[config.mk]
export PLATFORM = sky130hd
export DESIGN_NAME = sfm_row_sequencer
export DESIGN_NICKNAME = d
export VERILOG_FILES = /design/src/rtl/sfm_row_sequencer.sv
export SDC_FILE = /design/constraint.sdc
export NUM_CORES = 1
export LEC_CHECK = 0
export BUFFER_PORTS_ARGS = -buffer_cell sky130_fd_sc_hd__clkbuf_2
export CORE_MARGIN = 2
export CORE_UTILIZATION = 34
export CTS_BUF_LIST = sky130_fd_sc_hd__clkbuf_2
export DETAILED_ROUTE_END_ITERATION = 10
export GPL_ROUTABILITY_DRIVEN = 0
export PLACE_DENSITY = 0.52
export SLEW_MARGIN = 0
export SYNTH_ARGS = -nofsm -noshare
export SYNTH_HDL_FRONTEND = slang
export SYNTH_SLANG_ARGS = --single-unit
export TNS_END_PERCENT = 50
[constraint.sdc]
create_clock -name clk_i -period 8.4 [get_ports clk_i]
set_input_delay 0.84 -clock clk_i [delete_from_list [all_inputs] [get_ports clk_i]]
set_output_delay 0.84 -clock clk_i [all_outputs]
set_load 0.02 [all_outputs]
[src/rtl/sfm_row_sequencer.sv]
// Row sequencer for a softmax engine. Each row goes through the same steps:
// an accumulate pass on the input streamer, a wait for the reduction, then a
// divide pass that runs the input and output streamers together.
// The next row's addresses are the current ones advanced by the row stride.
module sfm_row_sequencer #(
  parameter int unsigned ADDR_WIDTH = 32,
  parameter int unsigned LEN_WIDTH  = 16
) (
  input  logic                  clk_i,
  input  logic                  rst_ni,
  input  logic                  clear_i,
  input  logic                  start_i,
  input  logic [ADDR_WIDTH-1:0] base_in_i,
  input  logic [ADDR_WIDTH-1:0] base_out_i,
  input  logic [ADDR_WIDTH-1:0] row_stride_i,
  input  logic [LEN_WIDTH-1:0]  row_len_i,
  input  logic [LEN_WIDTH-1:0]  n_rows_i,
  input  logic                  in_done_i,
  input  logic                  out_done_i,
  input  logic                  reducing_i,
  output logic                  in_start_o,
  output logic                  out_start_o,
  output logic [ADDR_WIDTH-1:0] in_addr_o,
  output logic [ADDR_WIDTH-1:0] out_addr_o,
  output logic [LEN_WIDTH-1:0]  tot_len_o,
  output logic                  acc_finished_o,
  output logic                  dividing_o,
  output logic                  busy_o,
  output logic                  done_o,
  output logic [LEN_WIDTH-1:0]  row_idx_o
);

  typedef enum logic [2:0] {
    IDLE       = 3'd0,
    START_ACC  = 3'd1,
    ACCUMULATE = 3'd2,
    WAIT_RED   = 3'd3,
    DIVIDE     = 3'd4,
    FINISH     = 3'd5
  } state_e;

  state_e                state_q;
  logic [LEN_WIDTH-1:0]  row_idx_q;
  logic [LEN_WIDTH-1:0]  n_rows_q;
  logic [LEN_WIDTH-1:0]  row_len_q;
  logic [ADDR_WIDTH-1:0] in_addr_q;
  logic [ADDR_WIDTH-1:0] out_addr_q;
  logic [ADDR_WIDTH-1:0] stride_q;
  logic                  last_row;

  assign last_row = (row_idx_q == (n_rows_q - LEN_WIDTH'(1)));

  // Job state machine and the per-row configuration registers it owns.
  always_ff @(posedge clk_i or negedge rst_ni) begin
    if (!rst_ni) begin
      state_q    <= IDLE;
      row_idx_q  <= '0;
      n_rows_q   <= '0;
      row_len_q  <= '0;
      in_addr_q  <= '0;
      out_addr_q <= '0;
      stride_q   <= '0;
    end else if (clear_i) begin
      state_q    <= IDLE;
      row_idx_q  <= '0;
      n_rows_q   <= '0;
      row_len_q  <= '0;
      in_addr_q  <= '0;
      out_addr_q <= '0;
      stride_q   <= '0;
    end else begin
      case (state_q)
        IDLE: begin
          if (start_i) begin
            if ((n_rows_i != '0) && (row_len_i != '0)) begin
              n_rows_q   <= n_rows_i;
              row_len_q  <= row_len_i;
              stride_q   <= row_stride_i;
              in_addr_q  <= base_in_i;
              out_addr_q <= base_out_i;
              row_idx_q  <= '0;
              state_q    <= START_ACC;
            end else begin
              // Empty job: report completion without touching the streamers.
              state_q <= FINISH;
            end
          end else begin
            state_q <= IDLE;
          end
        end
        START_ACC: begin
          state_q <= ACCUMULATE;
        end
        ACCUMULATE: begin
          if (in_done_i) begin
            state_q <= WAIT_RED;
          end else begin
            state_q <= ACCUMULATE;
          end
        end
        WAIT_RED: begin
          if (reducing_i) begin
            state_q <= DIVIDE;
          end else begin
            state_q <= WAIT_RED;
          end
        end
        DIVIDE: begin
          if (out_done_i) begin
            if (last_row) begin
              state_q <= FINISH;
            end else begin
              // Address arithmetic wraps modulo 2^ADDR_WIDTH by design.
              row_idx_q  <= row_idx_q + LEN_WIDTH'(1);
              in_addr_q  <= in_addr_q + stride_q;
              out_addr_q <= out_addr_q + stride_q;
              state_q    <= START_ACC;
            end
          end else begin
            state_q <= DIVIDE;
          end
        end
        FINISH: begin
          state_q <= IDLE;
        end
        default: begin
          state_q <= IDLE;
        end
      endcase
    end
  end

  // Control strobes decoded from the registered state; they react to the
  // handshake inputs in the same cycle, and clear suppresses starts and done.
  always_comb begin
    in_start_o     = 1'b0;
    out_start_o    = 1'b0;
    acc_finished_o = 1'b0;
    dividing_o     = 1'b0;
    done_o         = 1'b0;
    busy_o         = 1'b1;
    case (state_q)
      IDLE: begin
        busy_o = 1'b0;
      end
      START_ACC: begin
        in_start_o = ~clear_i;
      end
      ACCUMULATE: begin
        acc_finished_o = in_done_i;
      end
      WAIT_RED: begin
        if (reducing_i) begin
          in_start_o  = ~clear_i;
          out_start_o = ~clear_i;
        end else begin
          acc_finished_o = 1'b1;
        end
      end
      DIVIDE: begin
        dividing_o = ~out_done_i;
      end
      FINISH: begin
        done_o = ~clear_i;
      end
      default: begin
        busy_o = 1'b0;
      end
    endcase
  end

  assign in_addr_o  = in_addr_q;
  assign out_addr_o = out_addr_q;
  assign tot_len_o  = row_len_q;
  assign row_idx_o  = row_idx_q;

endmodule

# Word level (Yosys, flattened, before mapping)
# Cells that the tools add are included.
# totals
ff_bits,147
latchBits,0
ramBits,0
rom_bits,0
elab_cells,80
n_memories,0
# op_classes
addsub,4
multipliers,0
div_mod_pow,0
magnitude_cmp,0
eq_ne,10
n_shift,0
mux,46
n_bitwise,2
n_reduce_logical,11
# ops
cell,count
2-to-1 mux 32 bit,14
2-to-1 mux 16 bit,13
one-hot mux 32 bit (2 select lines),2
adder 32 bit,2
one-hot mux 16 bit (2 select lines),1
nonzero test 16 bit,2
2-to-1 mux 3 bit,6
"adder 16 x 1 -> 16 bit, second input constant",1
equality test 16 bit,1
"subtractor 16 x 1 -> 16 bit, second input constant",1
one-hot mux 3 bit (5 select lines),1
"!= test 3 bit, second input constant",4
2-to-1 mux 1 bit,7
"equality test 3 x 2 -> 1 bit, second input constant",2
"equality test 3 bit, second input constant",2
nonzero test 2 bit,3
AND reduction 5 bit,1
OR reduction 5 bit,1
one-hot mux 1 bit (2 select lines),2
"equality test 3 x 1 -> 1 bit, second input constant",1
logical NOT 3 bit,1
AND reduction 3 bit,1
nonzero test 3 bit,1
inverter 1 bit,2
logical AND 1 bit,1

# Longest topological paths before layout
# Gate-level depths: netlist of run 1.
# depth
word_depth,6
ltp_mapped,14

# Worst setup path before layout of run 1
# No wires, ideal clock.
# synth_path
path_kind,flip-flop to flip-flop
startpoint,reg n_rows_q[0]
endpoint,reg row_idx_q[11] (netlist: row_idx_o[11])
setup_time_ps,132
arrival_ps,3277
t_required_ps,8268
slack_ps,4992
stages_incl_launch_ff,14
path_buffers,3
cell_sequence,dfrtp_1 inv_1 ha_1 or4b_1 clkbuf_1 or4_4 or3_4 a2111oi_4 nor2_2 buf_6 buf_6 o2111ai_2 xor2_1 nor2_1
# synth_via
elab_chain_len,4
# synth_lines
item,line_no,source
from (decl),44,logic [LEN_WIDTH-1:0] n_rows_q;
from (signal assigned),76,n_rows_q <= n_rows_i;
subtractor 16 x 1 -> 16 bit,51,assign last_row = (row_idx_q == (n_rows_q - LEN_WIDTH'(1)));
equality test 16 bit,51,
!= test 3 bit (no source line),-,
AND reduction 5 bit (no source line),-,
to (signal assigned),114,row_idx_q <= row_idx_q + LEN_WIDTH'(1);
to (decl),43,logic [LEN_WIDTH-1:0] row_idx_q;
# No other way between the ends.
# A chain may end at the register's enable or synchronous reset.

# Worst setup path after layout of run 1
# layout_path
startpoint,reg n_rows_q[0]
endpoint,reg in_addr_q[29] (netlist: in_addr_o[29])
# layout_via
elab_chain_len,4
# layout_lines
item,line_no,source
subtractor 16 x 1 -> 16 bit,51,
equality test 16 bit,51,
!= test 3 bit (no source line),-,
AND reduction 5 bit (no source line),-,
to (signal assigned),79,in_addr_q <= base_in_i;
to (signal assigned),115,in_addr_q <= in_addr_q + stride_q;
to (decl),46,logic [ADDR_WIDTH-1:0] in_addr_q;
# No other way between the ends.

==> results.txt, run 1 <==
outcome: finished, final reports clean
Setup violations, final: 0
Final Util: 40.3%
total via count in the routed design: 9611
minimum clock period: 4180 ps
Initial Util: 34.5%
Rel. slew slack: 27.9%
Critical Path Slowest Stage Cell: nor2_1
clk sink count: 147
# IOs: 237
total grt overflow: 0
most frequent cells in the layout: 254 x clkbuf_2, 147 x dfrtp_1, 98 x nand2_1, 90 x nor2_1, 75 x a21oi_1
Req. time, crit path: 9050 ps
Critical Path, Cell by Cell: inv_1 -> ha_1 -> or4b_1 -> or4_4 -> or3_4 -> a2111oi_4 -> nor2_4 -> nor2_1 -> buf_4 -> a222oi_1 -> o21ai_0
Post-CTS Setup Repair Bufs: 0
cell area after placement: 11700 um^2
first drt pass iteration count: 4
core footprint: 29600 um^2
Avg Inst Size Synth: 8.99 um^2
syn_nets: 1338
gr usage total: 21.4%
Tot Pwr: 1.85 mW
die area: 31500 um^2
Post-Layout Cell Count: 1741
# fillers: 3157
CP bufs+invs: 2
#FFs+latches synth: 147
share of layout cells above drive strength 1: 22.7%
final setup TNS: 0 ps
Worst-Skew Late Latency: 730 ps
Storage cell area: 3680 um^2
port buffer count: 236
maximum operating frequency: 239 MHz
Netlist cell types: 77
Multi-input gate area: 6160 um^2
CTS hold repair buffers: 0
std cell rows: 63
max cap viols: 0
Worst-Margin Slew: 1080 ps
placed cells: 1708
synthesized cell area: 10200 um^2
Tcrit/Tclk final: 49.8%
Area Growth Syn to Fin: 16.9%
number of global-route vias before repair: 9586
post-synthesis sequential area ratio: 36.0%
CTS Buffer Depth: 2
largest net degree at the start of global routing: 101
post-CTS sizing: 0
endpoint class of the critical path: flop
Final Slew Violations: 0
synth warn: 0
final setup margin: 4220 ps
clock-pin slew on the worst setup and hold paths: 250 ps
clk_skew: 41.6 ps
number of synthesized flops with an enable pin: 0
Die X: 177 um
Worst Path Arrival: 4830 ps
VDD IR max: 68.8 uV
ys flop type: dfrtp_1
RSZ-0062 raised after global routing: no
first-pass GRT wire length: 53000 um
Final Hold Viols: 0
Setup crit start kind: flop
chip height: 177 um
commonest non-fill, non-tap cell in the layout: clkbuf_2
Iteration-0 DRC Markers: 526
drt drc: 0
hold_ws: 121 ps
HPWL Detailed: 24500 um
Leak: 5.78 nW
Num CTS Buffers: 17
CTS root buffer: clkbuf_2
Power Density: 155 nW/um^2
CP top delay family: simple AND/OR/NAND/NOR gates
antenna-violating nets left: 0
vias per inst: 5.52
CTS tree: yes
asr flop ratio synth: 100%
Max FO, Critical Path: 12
H-tree levels: 4
Post-layout nets: 1538
Final Instance Area: 11900 um^2
crit path kind: flop to flop
Setup Slack @ Placement: 4250 ps
Min-Delay Path Class: primary input to asynchronous set/reset pin
Routed WL: 33400 um
initial antenna violation count: 2
Slowest Stage Delay on Critical Path: 620 ps
wire per inst: 19.2 um
synthesized netlist cell count: 1137
==> where the power goes <==
part | leakage, nW | total [mW] | internal, mW | switching (mW)
clock | 0.147 | 0.461 | 0.168 | 0.293
sequential | 1.97 | 0.827 | 0.762 | 0.0649
combinational | 3.66 | 0.560 | 0.219 | 0.341
total | 5.78 | 1.85 | 1.15 | 0.699
==> layer usage <==
metal  track usage (%)  share of wire, %  vias to the layer above
met2              34.8                47                      234
met3              3.17               4.1                       29
met4              5.19               1.7                        0
li1                  -                 -                     4690
met1              29.8                48                     4658
met5                 0                 0                        -
==> Yosys cell counts (23+ instances only) <==
cell,number,area [um^2]
ha_1,64,801
a21oi_1,75,375
a21o_1,24,180
a22o_1,60,526
nand2_1,98,368
xnor2_1,45,394
inv_1,23,86.3
xor2_1,23,201
nor3_1,28,140
o21ai_0,71,355
nor2_1,91,342
dfrtp_1,147,3680
a211oi_1,24,180
clkbuf_1,50,188
==> cells by family (layout without fill, tap and decap cells) <==
kind of cell | after synthesis | after routing | synth area share [%]
buf+inv | 90 | 302 | 3.92
mux | 11 | 11 | 1.14
simple gates | 346 | 346 | 16.5
other cells | 0 | 2 | 0
flops | 147 | 147 | 36.0
compound gates | 409 | 409 | 28.4
xor+xnor | 68 | 68 | 5.83
fa+ha+maj | 66 | 66 | 8.23
==> path summary, 6_finish.rpt <==
check | startpoint | to | slack, ps | depth (start not counted)
max | n_rows_q[0]$_DFFE_PN0P_ | in_addr_o[29]$_DFFE_PN0P_ | 4220 | 11
min | rst_ni | in_addr_o[14]$_DFFE_PN0P_ | 120 | 1
max reg2reg | n_rows_q[0]$_DFFE_PN0P_ | in_addr_o[29]$_DFFE_PN0P_ | 4220 | 11
min reg2reg | tot_len_o[5]$_DFFE_PN0P_ | tot_len_o[5]$_DFFE_PN0P_ | 540 | 1
max in group asynchronous | rst_ni | out_addr_o[17]$_DFFE_PN0P_ | 6800 | 2
min in group clk_i | row_stride_i[14] | stride_q[14]$_DFFE_PN0P_ | 300 | 2
==> registers in the layout, summed over array words and instances, names as in the netlist <==
name,flops
tot_len_o,16
row_idx_o,16
n_rows_q,16
state_q,3
in_addr_o,32
out_addr_o,32
stride_q,32
==> layout make-up <==
type	instances	share of cell area, %
diodes	2	0.0419
clock buffers	19	0.796
clock inverters	12	1.32
inverters	24	0.754
multi-input cells	900	51.6
flip-flops and latches	147	30.8
well taps	390	4.08
repair buffers	247	10.6
Note: power is estimated with default switching activity, not from simulation.
==> inputs of run 2 (changes only) <==
==> constraint.sdc (replaced) <==
create_clock -name clk_i -period 4.4 [get_ports clk_i]
set_input_delay 0.44 -clock clk_i [delete_from_list [all_inputs] [get_ports clk_i]]
set_output_delay 0.44 -clock clk_i [all_outputs]
set_load 0.02 [all_outputs]
==> run 2 against run 1 <==
Compared with the run above: critical path depth unchanged; sequential power increased by 91%; fmax increased by 8.7%; clock power increased by 100%; worst setup slack got worse by 3700 ps; register-to-register slack got worse by 3700 ps; largest cell class unchanged; via count increased by 6.0%; critical path type unchanged.
==> results.txt, run 2 (synthesis gave the netlist of run 1 again) <==
number of global-route vias before repair: 9712 (+1.3%)
first-pass GRT wire length: 54000 um (+2.0%)
Post-layout nets: 1664 (+8.2%)
Setup crit start kind: flop
chip height: 177 um (unchanged)
outcome: finished, final reports clean
Slowest Stage Delay on Critical Path: 590 ps (-30 ps)
Worst Path Arrival: 4480 ps (-350 ps)
Critical Path, Cell by Cell: inv_1 -> ha_1 -> or4b_1 -> or4_4 -> or3_4 -> a2111oi_4 -> nor2_4 -> buf_4 -> o2111ai_1 -> xor2_1 -> nor2_1
core footprint: 29600 um^2 (unchanged)
flop-to-flop setup slack: 550 ps (-3660 ps)
H-tree levels: 4 (unchanged)
share of layout cells above drive strength 1: 21.0% (-1.7 points)
CTS root buffer: clkbuf_2
# IOs: 237 (unchanged)
clk_skew: 42.5 ps (+0.919 ps)
max cap viols: 0 (unchanged)
Critical Path Slowest Stage Cell: or4b_1
Min-Delay Path Class: primary input to flop
cell area after placement: 11700 um^2 (+0.32%)
Clock power frac: 25.4% (+0.5 points)
clk sink count: 147 (unchanged)
Worst-Skew Late Latency: 740 ps (about the same)
CP Depth: 11 (unchanged)
VDD IR max: 157 uV (+130%)
total via count in the routed design: 10188 (+6.0%)
drt drc: 0 (unchanged)
final setup TNS: 0 ps (unchanged)
Die X: 177 um (unchanged)
CP top delay family: simple AND/OR/NAND/NOR gates
first drt pass iteration count: 5 (+1)
Routed WL: 35500 um (+6.1%)
HPWL Detailed: 25300 um (+3.6%)
Setup violations, final: 0 (unchanged)
Final Instance Area: 13200 um^2 (+11%)
Seq pwr share: 43.0% (-1.8 points)
placed cells: 1713 (+0.29%)
Final Hold Viols: 0 (unchanged)
minimum clock period: 3850 ps (-336 ps)
Final Util: 44.6% (+4.3 points)
port buffer count: 236 (unchanged)
initial antenna violation count: 4 (+2)
CP bufs+invs: 2 (unchanged)
CTS Buffer Depth: 2 (unchanged)
Rel. slew slack: 28.0% (+0.059 points)
endpoint class of the critical path: flop
Max FO, Critical Path: 35 (+23)
Req. time, crit path: 5030 ps (-4020 ps)
Post-Layout Cell Count: 1868 (+7.3%)
hold_ws: 97.5 ps (-23.6 ps)
Initial Util: 34.5% (unchanged)
sw frac: 37.1% (-0.67 points)
Final Slew Violations: 0 (unchanged)
clock-pin slew on the worst setup and hold paths: 240 ps (about the same)
crit path kind: flop to flop
post-CTS sizing: 0 (unchanged)
RSZ-0062 raised after global routing: no
die area: 31500 um^2 (unchanged)
most frequent cells in the layout: 252 x clkbuf_2, 147 x dfrtp_1, 121 x dlygate4sd3_1, 98 x nand2_1, 90 x nor2_1
total grt overflow: 0 (unchanged)
net load switching power: 1.37 mW (+95%)
commonest non-fill, non-tap cell in the layout: clkbuf_2
gr usage total: 22.1% (+0.70 points)
wire per inst: 19.0 um (-1.1%)
Pint: 2.31 mW (+100%)
CTS tree: yes
Power Density: 278 nW/um^2 (+80%)
Worst-Margin Slew: 1070 ps (-9.13 ps)
largest net degree at the start of global routing: 80 (-21%)
logic gate share of total power: 31.6% (+1.3 points)
vias per inst: 5.45 (-1.2%)
r2r worst-path depth: 11 (unchanged)
Tcrit/Tclk final: 87.4% (+38 points)
antenna-violating nets left: 0 (unchanged)
Post-CTS Setup Repair Bufs: 0 (unchanged)
Num CTS Buffers: 17 (unchanged)
Iteration-0 DRC Markers: 640 (+22%)
hold path cells: 4
Leak: 6.31 nW (+9.2%)
Area Growth Syn to Fin: 29.3%
maximum operating frequency: 260 MHz (+8.7%)
std cell rows: 63 (unchanged)
-- run 2: cell count changes in the layout (fill, tap and decap cells not counted) --
cell / before / now
buf_4: 11 / 16
bufinv_16: 3 / 4
clkbuf_2: 254 / 252
clkinvlp_4: 3 / 4
diode_2: 2 / 4
dlygate4sd3_1: 0 / 121
inv_6: 2 / 1
-- run 2: final timing paths --
check | from | endpoint
max in group asynchronous | rst_ni | tot_len_o[3]$_DFFE_PN0P_
max | n_rows_q[0]$_DFFE_PN0P_ | row_idx_o[13]$_DFFE_PN0P_
min in group asynchronous | rst_ni | stride_q[16]$_DFFE_PN0P_
min | base_out_i[19] | out_addr_o[19]$_DFFE_PN0P_
min reg2reg | tot_len_o[6]$_DFFE_PN0P_ | tot_len_o[6]$_DFFE_PN0P_
max reg2reg | n_rows_q[0]$_DFFE_PN0P_ | row_idx_o[13]$_DFFE_PN0P_
-- run 2: routing by layer --
layer / track usage [%] / up-vias / share of wire [%]
met1: 30.1 / 4917 / 46
met5: 0 / - / 0
met4: 5.81 / 0 / 1.9
li1: - / 4943 / -
met2: 36.6 / 290 / 48
met3: 3.15 / 38 / 4.7
-- run 2: worst reg2reg max path, stage by stage (launching register included) --
cell and delay (ps):
dfrtp_1 480, inv_1 90, ha_1 250, or4b_1 590, or4_4 480, or3_4 390, a2111oi_4 550, nor2_4 170
buf_4 300, o2111ai_1 260, xor2_1 170, nor2_1 50
-- run 2: timing repair --
item                                    CTS  global route
hold endpoints to repair                196             1
hold buffers                            120             1
endpoints found under the setup margin    0             0
-- run 2: final cells by class --
class	instances	area, um^2
fillers	3004	16400
multi-input cells	900	6160
flip-flops and latches	147	3680
repair buffers	373	2520
well taps	390	488
clock inverters	13	186
inverters	24	90.1
clock buffers	17	85.1
diodes	4	10.0
-- run 2: per-stage QoR --
step | setup WS [ps] | power (mW)
2_1_floorplan | 992 | 2.31
3_3_place_gp | 656 | 2.67
3_5_place_dp | 571 | 2.68
4_1_cts | 517 | 3.71
5_1_grt | 241 | 3.90
6_report | 553 | 3.68
-- run 2: power by group through the flow --
stage / Sequential [mW] / Combinational [mW] / Clock, mW
final: 1.58 / 1.16 / 0.935
after global placement: 1.61 / 1.06 / 0
after CTS: 1.58 / 1.16 / 0.963
after floorplan: 1.64 / 0.672 / 0
after global routing: 1.60 / 1.28 / 1.02
after detailed placement: 1.61 / 1.07 / 0
